$ cat config.mk
export PLATFORM = sky130hd
export DESIGN_NAME = fetch_ctrl
export DESIGN_NICKNAME = d
export VERILOG_FILES = /design/src/rtl/fetch_pkg.sv /design/src/rtl/fetch_queue.sv /design/src/rtl/fetch_ctrl.sv
export SDC_FILE = /design/constraint.sdc
export NUM_CORES = 1
export LEC_CHECK = 0
export CORE_MARGIN = 2
export CORE_UTILIZATION = 49
export DETAILED_ROUTE_END_ITERATION = 10
export HOLD_SLACK_MARGIN = 0.06
export PLACE_DENSITY_LB_ADDON = 0.2
export SLEW_MARGIN = 20
export SYNTH_ARGS = -nofsm -noshare
export SYNTH_HDL_FRONTEND = slang
export SYNTH_SLANG_ARGS = --single-unit
$ cat constraint.sdc
create_clock -name clk -period 4 [get_ports clk]
set_input_delay 0.6 -clock clk [delete_from_list [all_inputs] [get_ports clk]]
set_output_delay 0.6 -clock clk [all_outputs]
set_load 0.01 [all_outputs]
$ cat src/rtl/fetch_pkg.sv
// Shared types and defaults for the instruction-fetch controller and its
// decode-side queue.
package fetch_pkg;

    localparam int AW_DEF      = 16;
    localparam int IW_DEF      = 16;
    localparam int PC_STEP_DEF = 1;
    localparam int QDEPTH      = 2;

    typedef enum logic [1:0] {
        IDLE    = 2'd0,
        WAIT    = 2'd1,
        DISCARD = 2'd2
    } fetch_state_e;

endpackage

$ cat src/rtl/fetch_queue.sv
// Two-entry {pc, instr} FIFO between fetch and decode; entry 0 is always the
// head, so a pop shifts entry 1 down.
module fetch_queue
    import fetch_pkg::*;
#(
    parameter int AW = AW_DEF,
    parameter int IW = IW_DEF
) (
    input  logic          clk,
    input  logic          rst,
    input  logic          push_i,
    input  logic [AW-1:0] push_pc_i,
    input  logic [IW-1:0] push_instr_i,
    input  logic          pop_i,
    input  logic          flush_i,
    output logic [1:0]    count_o,
    output logic          head_valid_o,
    output logic [AW-1:0] head_pc_o,
    output logic [IW-1:0] head_instr_o
);

    logic [1:0]    count_q, count_d;
    logic [AW-1:0] pc0_q, pc0_d, pc1_q, pc1_d;
    logic [IW-1:0] in0_q, in0_d, in1_q, in1_d;
    logic          pop, push;

    assign pop  = pop_i && (count_q != 2'd0);
    assign push = push_i && ((count_q < 2'(QDEPTH)) || pop);

    always_comb begin
        count_d = count_q;
        pc0_d   = pc0_q;
        pc1_d   = pc1_q;
        in0_d   = in0_q;
        in1_d   = in1_q;
        if (flush_i) begin
            count_d = 2'd0;
        end else if (push && pop) begin
            // Count unchanged: new word lands behind whatever stays.
            if (count_q == 2'd1) begin
                pc0_d = push_pc_i;
                in0_d = push_instr_i;
            end else begin
                pc0_d = pc1_q;
                in0_d = in1_q;
                pc1_d = push_pc_i;
                in1_d = push_instr_i;
            end
        end else if (push) begin
            if (count_q == 2'd0) begin
                pc0_d = push_pc_i;
                in0_d = push_instr_i;
            end else begin
                pc1_d = push_pc_i;
                in1_d = push_instr_i;
            end
            count_d = count_q + 2'd1;
        end else if (pop) begin
            pc0_d   = pc1_q;
            in0_d   = in1_q;
            count_d = count_q - 2'd1;
        end
    end

    always_ff @(posedge clk) begin
        if (rst) begin
            count_q <= 2'd0;
            pc0_q   <= '0;
            pc1_q   <= '0;
            in0_q   <= '0;
            in1_q   <= '0;
        end else begin
            count_q <= count_d;
            pc0_q   <= pc0_d;
            pc1_q   <= pc1_d;
            in0_q   <= in0_d;
            in1_q   <= in1_d;
        end
    end

    assign count_o      = count_q;
    assign head_valid_o = (count_q != 2'd0);
    assign head_pc_o    = pc0_q;
    assign head_instr_o = in0_q;

endmodule

$ cat src/rtl/fetch_ctrl.sv
// Instruction-fetch controller: single-outstanding imem request FSM, next-PC
// selection for the external PC register, and the decode queue.
module fetch_ctrl
    import fetch_pkg::*;
#(
    parameter int AW      = AW_DEF,
    parameter int IW      = IW_DEF,
    parameter int PC_STEP = PC_STEP_DEF
) (
    input  logic          clk,
    input  logic          rst,
    input  logic [AW-1:0] curr_pc,
    output logic [AW-1:0] next_pc,
    output logic          imem_req,
    output logic [AW-1:0] imem_addr,
    input  logic          imem_ack,
    input  logic [IW-1:0] imem_rdata,
    input  logic          redirect,
    input  logic [AW-1:0] redirect_pc,
    output logic          id_valid,
    output logic [IW-1:0] id_instr,
    output logic [AW-1:0] id_pc,
    input  logic          id_ready
);

    fetch_state_e  state_q, state_d;
    logic [AW-1:0] held_addr_q, held_addr_d;
    logic [AW-1:0] push_pc;
    logic [1:0]    q_count;
    logic          can_issue;
    logic          push;
    logic          ack_taken;

    assign can_issue = (q_count < 2'(QDEPTH));

    always_comb begin
        state_d     = state_q;
        held_addr_d = held_addr_q;
        imem_req    = 1'b0;
        imem_addr   = held_addr_q;
        push        = 1'b0;
        push_pc     = held_addr_q;
        ack_taken   = 1'b0;
        unique case (state_q)
            IDLE: begin
                if (!redirect && can_issue) begin
                    imem_req    = 1'b1;
                    imem_addr   = curr_pc;
                    held_addr_d = curr_pc;
                    if (imem_ack) begin
                        push      = 1'b1;
                        push_pc   = curr_pc;
                        ack_taken = 1'b1;
                    end else begin
                        state_d = WAIT;
                    end
                end
            end
            WAIT: begin
                imem_req = 1'b1;
                if (imem_ack) begin
                    state_d = IDLE;
                    if (!redirect) begin
                        push      = 1'b1;
                        ack_taken = 1'b1;
                    end
                end else if (redirect) begin
                    state_d = DISCARD;
                end
            end
            DISCARD: begin
                // Stale request must still complete before a new one may issue.
                imem_req = 1'b1;
                if (imem_ack) begin
                    state_d = IDLE;
                end
            end
            default: state_d = IDLE;
        endcase
        if (rst) begin
            imem_req  = 1'b0;
            push      = 1'b0;
            ack_taken = 1'b0;
        end
    end

    always_ff @(posedge clk) begin
        if (rst) begin
            state_q     <= IDLE;
            held_addr_q <= '0;
        end else begin
            state_q     <= state_d;
            held_addr_q <= held_addr_d;
        end
    end

    always_comb begin
        if (rst) begin
            next_pc = '0;
        end else if (redirect) begin
            next_pc = redirect_pc;
        end else if (ack_taken) begin
            next_pc = curr_pc + AW'(PC_STEP);
        end else begin
            next_pc = curr_pc;
        end
    end

    fetch_queue #(
        .AW (AW),
        .IW (IW)
    ) u_queue (
        .clk          (clk),
        .rst          (rst),
        .push_i       (push),
        .push_pc_i    (push_pc),
        .push_instr_i (imem_rdata),
        .pop_i        (id_valid && id_ready && !redirect),
        .flush_i      (redirect),
        .count_o      (q_count),
        .head_valid_o (id_valid),
        .head_pc_o    (id_pc),
        .head_instr_o (id_instr)
    );

endmodule

==> results of run 1 <==
-- worst max-delay path by stage --
stage	start	endpoint	slack (ns)
2_1_floorplan	redirect	u_queue.head_instr_o[10]	0.91
3_3_place_gp	redirect	u_queue.head_instr_o[5]	0.37
3_5_place_dp	redirect	u_queue.head_instr_o[8]	0.20
4_1_cts	curr_pc[4]	next_pc[11]	0.33
5_1_grt	state_q[0]	next_pc[10]	0.11
6_report	curr_pc[4]	next_pc[11]	0.31
-- state kept, by name, summed over array words and instances (netlist names) --
signal / flops
held_addr_q: 16
u_queue.head_instr_o: 16
u_queue.head_pc_o: 16
u_queue.in1_q: 16
u_queue.pc1_q: 16
state_q: 2
u_queue.count_o: 2
-- layer usage --
layer / routed length [um] / GRT usage [%]
met5: 0 / 0
met2: 5540 / 39.0
met3: 708 / 4.58
met4: 203 / 8.54
met1: 5290 / 30.9
-- logic make-up after synthesis --
family	after synthesis
AO/OA/AOI/OAI	106
AND/OR/NAND/NOR	224
adder cells (fa/ha/maj)	10
buffers and inverters	60
multiplexers	51
XOR/XNOR	15
flip-flops	84
-- cell type report --
type / instances / area (um2)
inverter: 21 / 78.8
multi-input combinational: 406 / 2660
tap: 111 / 139
clock inverter: 6 / 71.3
sequential: 84 / 1680
fill: 770 / 3110
clock buffer: 10 / 128
timing repair buffer: 133 / 1290
-- stage by stage --
stage | instances | total power [mW]
after floorplan | 550 | 1.45
after global placement | 755 | 1.77
after detailed placement | 755 | 1.79
after CTS | 771 | 2.41
after global routing | 771 | 2.53
final | 771 | 2.40
-- critical path, cell delays in order --
cell	delay, ns
clkdlybuf4s50_1	0.61
and4_1	0.33
nand4_1	0.25
or3_1	0.42
a21o_1	0.19
a21oi_1	0.14
clkdlybuf4s50_1	0.55
-- where the power goes --
group | total [mW] | internal (mW) | leakage [nW] | switching [mW]
Clock | 0.627 | 0.297 | 0.0992 | 0.330
Combinational | 0.843 | 0.429 | 1.37 | 0.414
Sequential | 0.930 | 0.896 | 0.681 | 0.0343
Total | 2.40 | 1.62 | 2.16 | 0.778
-- layout by cell type, fill, tap and decap left out, types with 2 or more instances in the layout --
| cell type | netlist | layout |
|---|---|---|
| clkbuf_8 | 0 | 9 |
| xnor2_1 | 7 | 7 |
| mux2_2 | 27 | 27 |
| o221a_2 | 10 | 10 |
| o21ai_0 | 19 | 19 |
| a21oi_1 | 27 | 27 |
| nand2b_1 | 9 | 9 |
| o22ai_1 | 4 | 4 |
| nor3_1 | 24 | 24 |
| inv_6 | 0 | 2 |
| nor2b_1 | 19 | 19 |
| nand2_1 | 68 | 68 |
| o2111ai_1 | 2 | 2 |
| o211ai_1 | 2 | 2 |
| nor3_2 | 5 | 5 |
| ha_1 | 10 | 10 |
| nor4_1 | 2 | 2 |
| nor2_1 | 80 | 79 |
| and2_1 | 4 | 4 |
| mux2i_1 | 24 | 24 |
| xor2_1 | 8 | 8 |
| o32ai_1 | 2 | 2 |
| dfxtp_1 | 84 | 84 |
| clkdlybuf4s50_1 | 0 | 117 |
| a311oi_1 | 16 | 16 |
| buf_4 | 3 | 16 |
| a211oi_1 | 6 | 6 |
| nand3_1 | 3 | 3 |
| inv_1 | 20 | 20 |
| o21a_1 | 11 | 11 |
==> impl_metrics.json, run 1 <==
{
  "status": "completed",
  "worst-slew-pin-transition_ns": 0.740,
  "diodes": 0,
  "r2r_setup_slack_ns": 0.64,
  "grt_pass1_wl_um": 19300,
  "crit_fanout": 6,
  "cp-end-kind": "output pin",
  "hold_buffers": 0,
  "synth_xor_area_share_pct": 2.86,
  "die_area_um2": 10200,
  "fin_worst_skew_ns": 0.0135,
  "cap_violations": 0,
  "finalSetupViolCount": 0,
  "synthMuxAreaShare_pct": 11.9,
  "cts_tree": "built",
  "final_area_um2": 6050,
  "crit_arrival_ns": 3.09,
  "synth.area.top_cells": "dfxtp_1, mux2_2, nor2_1",
  "grt_max_degree": 53,
  "clock_sinks": 84,
  "dpl_cell_area_um2": 5840,
  "syn_nets": 613,
  "synth_area_um2": 4590,
  "rsz0062_at_grt": "false",
  "routed_via_density": 5.44,
  "drive_above_1_share_pct": 12.4,
  "synth_top_cell_area_share_pct": 36.6,
  "gr-total-overflow": 0,
  "min_from": "u_queue.in1_q[1]",
  "cts.htree.levels": 3,
  "avgSynthCellArea_um2": 8.35,
  "path_clk_slew_ns": 0.09,
  "routed_wl_um": 11700,
  "r2r_cells": 12,
  "ys_warn_count": 0,
  "relSlewSlack_pct": 50.5,
  "initialDrtViolationCount": 158,
  "antenna_found_initial": 0,
  "r2r-end": "u_queue.head_instr_o[6]",
  "holdPathStages": 2,
  "dr.pass1.iters": 4,
  "period_share_pct": 92.2,
  "cp.required_ns": 3.40,
  "wl_per_cell_um": 15.2,
  "synth_fa_ha_area_share_pct": 2.72,
  "grtUsageTotal_pct": 23.7,
  "final_util_pct": 66.1,
  "peakVddDrop_mv": 0.245,
  "synth_edf_count": 0,
  "hold_violations": 0,
  "final.setup.worst_slack_ns": 0.311,
  "coreArea_um2": 9150,
  "post_cts_buffers": 0,
  "synthFlopType": "dfxtp_1",
  "fmax_mhz": 271,
  "post_cts_resized": 0,
  "grt_pass1_vias": 4103,
  "critPathKind": "in2out",
  "maxSlewViolCount": 0,
  "min_to": "u_queue.in1_q[1]",
  "async_reset_ff_share_pct": 0,
  "final_nets": 718,
  "drc": 0,
  "cellLeakagePower_nw": 2.16,
  "area_growth_pct": 31.7,
  "place_ws_ns": 0.197,
  "worstSkewPairLatency_ns": 0.36,
  "min_period_ns": 3.69,
  "place_hpwl_um": 8320,
  "rows": 35,
  "io_pins": 119,
  "synth-compound-area-share_pct": 17.2,
  "fin_setup_tns_ns": 0,
  "synth_seq_cells": 84,
  "ys_seq_area_share_pct": 36.6,
  "clk_path_buf_depth": 2,
  "power_density_nw_per_um2": 397,
  "initial_utilization_pct": 50.2,
  "synth_commonest_cells": "dfxtp_1, nor2_1, nand2_1, a21oi_1, mux2_2",
  "antenna_left": 0,
  "ys_types": 49,
  "rr_startpoint": "u_queue.count_o[1]",
  "yosysMostFrequentCell": "dfxtp_1",
  "holdWs_ns": 0.460,
  "syn_inst": 550,
  "port_buffers": 118,
  "cts_buffers": 9,
  "crit_path_start_kind": "input port",
  "hold_path_class": "reg2reg",
  "cts_root_buffer": "clkbuf_8",
  "synth_top_family_by_area": "simple AND/OR/NAND/NOR gates",
  "die_width_um": 101,
  "num_vias": 4197,
  "synthSimpleGateAreaFrac_pct": 22.6,
  "die_y_um": 101,
  "place_congestion": 0.863,
  "synth_top_cell_by_area": "dfxtp_1"
}
Note: power is estimated with default switching activity, not from simulation.
==> run 2: changes to the inputs <==
--- a/config.mk
+++ b/config.mk
@@ -6,7 +6,7 @@
 export NUM_CORES = 1
 export LEC_CHECK = 0
 export CORE_MARGIN = 2
-export CORE_UTILIZATION = 49
+export CORE_UTILIZATION = 30
 export DETAILED_ROUTE_END_ITERATION = 10
 export HOLD_SLACK_MARGIN = 0.06
 export PLACE_DENSITY_LB_ADDON = 0.2
==> run 2 against run 1 <==
Maximum frequency shrank 0.68%. Critical endpoint is now next_pc[10]. Highest routed layer unchanged. Wire length up 6.7%. Clock-buffer cell count did not move.
==> impl_metrics.json, run 2 (synthesis results as in run 1) <==
{
  "area_growth_pct": 37.0,
  "relSlewSlack_pct": 24.9,
  "crit_path_frequent_cell": "clkdlybuf4s50_1",
  "grt_max_degree": 104,
  "cp-end-kind": "output pin",
  "dr.pass1.iters": 4,
  "clock_sinks": 84,
  "cts.htree.levels": 3,
  "crit_arrival_ns": 3.11,
  "status": "completed",
  "finalSetupViolCount": 0,
  "power_density_nw_per_um2": 436,
  "min_from": "u_queue.in1_q[9]",
  "rows": 45,
  "post_cts_resized": 0,
  "drive_above_1_share_pct": 12.3,
  "grt_pass1_vias": 4083,
  "num_vias": 4141,
  "crit_path_start_kind": "input port",
  "holdWs_ns": 0.454,
  "die_area_um2": 16300,
  "maxSlewViolCount": 0,
  "fin_worst_skew_ns": 0.00426,
  "worst-slew-pin-transition_ns": 1.13,
  "routed_wl_um": 12500,
  "min_period_ns": 3.71,
  "layout_commonest_cell": "clkdlybuf4s50_1",
  "antenna_left": 0,
  "hold_violations": 0,
  "gr-total-overflow": 0,
  "initialDrtViolationCount": 201,
  "path_cells": "clkdlybuf4s50_1, nor3b_2, o2111ai_1, nor3b_1, xor2_1, o21a_1, clkdlybuf4s50_1",
  "fin_setup_tns_ns": 0,
  "final_util_pct": 41.7,
  "peakVddDrop_mv": 0.228,
  "path_clk_slew_ns": 0.06,
  "port_buffers": 118,
  "cp_slowest_stage_delay_ns": 0.61,
  "startpoint": "imem_ack",
  "antenna_found_initial": 0,
  "grtUsageTotal_pct": 15.5,
  "final_area_um2": 6290,
  "dpl_cell_area_um2": 5940,
  "initial_utilization_pct": 30.4,
  "wl_per_cell_um": 14.8,
  "diodes": 0,
  "place_hpwl_um": 8800,
  "io_pins": 119,
  "final_nets": 716,
  "cts_buffers": 9,
  "drc": 0,
  "die_y_um": 128,
  "rr_startpoint": "u_queue.count_o[1]",
  "period_share_pct": 92.9,
  "clk_path_buf_depth": 2,
  "coreArea_um2": 15100,
  "r2r_setup_slack_ns": 0.68,
  "die_width_um": 128,
  "rsz0062_at_grt": "false",
  "cts_root_buffer": "clkbuf_16",
  "fmax_mhz": 269,
  "crit_fanout": 6,
  "layout_common_cells": "clkdlybuf4s50_1, dfxtp_1, nor2_1, nand2_1",
  "grt_pass1_wl_um": 20300,
  "crit_slowest_cell": "clkdlybuf4s50_1",
  "critPathKind": "in2out",
  "fin_total_pwr_mw": 2.74,
  "cellLeakagePower_nw": 2.22,
  "hold_path_class": "reg2reg",
  "cts_tree": "built",
  "hold_buffers": 0,
  "cap_violations": 0,
  "post_cts_buffers": 0,
  "cp.required_ns": 3.40,
  "routed_via_density": 4.89,
  "worstSkewPairLatency_ns": 0.33,
  "place_congestion": 0.740
}
run 2: final timing paths:
kind | end | depth (start not counted)
max reg2reg | u_queue.head_instr_o[12] | 12
min reg2reg | u_queue.in1_q[9] | 2
max | next_pc[10] | 7
min | u_queue.in1_q[9] | 2
run 2: stage by stage:
step	setup WS, ns	std cells
finish	0.286	846
global route	0.0638	846
CTS	0.273	846
detailed placement	0.248	830
global placement	0.273	830
floorplan	0.914	550
run 2: worst max-delay path, delay by kind of cell:
family                    cells  cell delay (ns)
buffers and inverters         2             1.14
AOI/OAI and AO/OA             2             0.50
xor gates and xnor gates      1             0.19
and+or+nand+nor               2             0.69
run 2: cell type report:
cell class,instances,area (um2)
fill,1543,8800
multi-input combinational,406,2660
sequential,84,1680
timing repair buffer,131,1290
clock buffer,10,239
tap,188,235
clock inverter,6,111
inverter,21,78.8
run 2: where the power goes:
| part | internal (mW) | switching (mW) | leakage [nW] |
|---|---|---|---|
| Sequential | 0.897 | 0.0352 | 0.681 |
| Combinational | 0.429 | 0.419 | 1.37 |
| Clock | 0.627 | 0.334 | 0.169 |
run 2: routing by layer:
metal  part of all wire (%)  track usage [%]  vias to the layer above
li1                       -                -                     2109
met5                      0                0                        -
met2                     46             25.5                       95
met3                    5.9             4.55                        9
met4                   0.81             3.75                        0
met1                     47             20.1                     1928
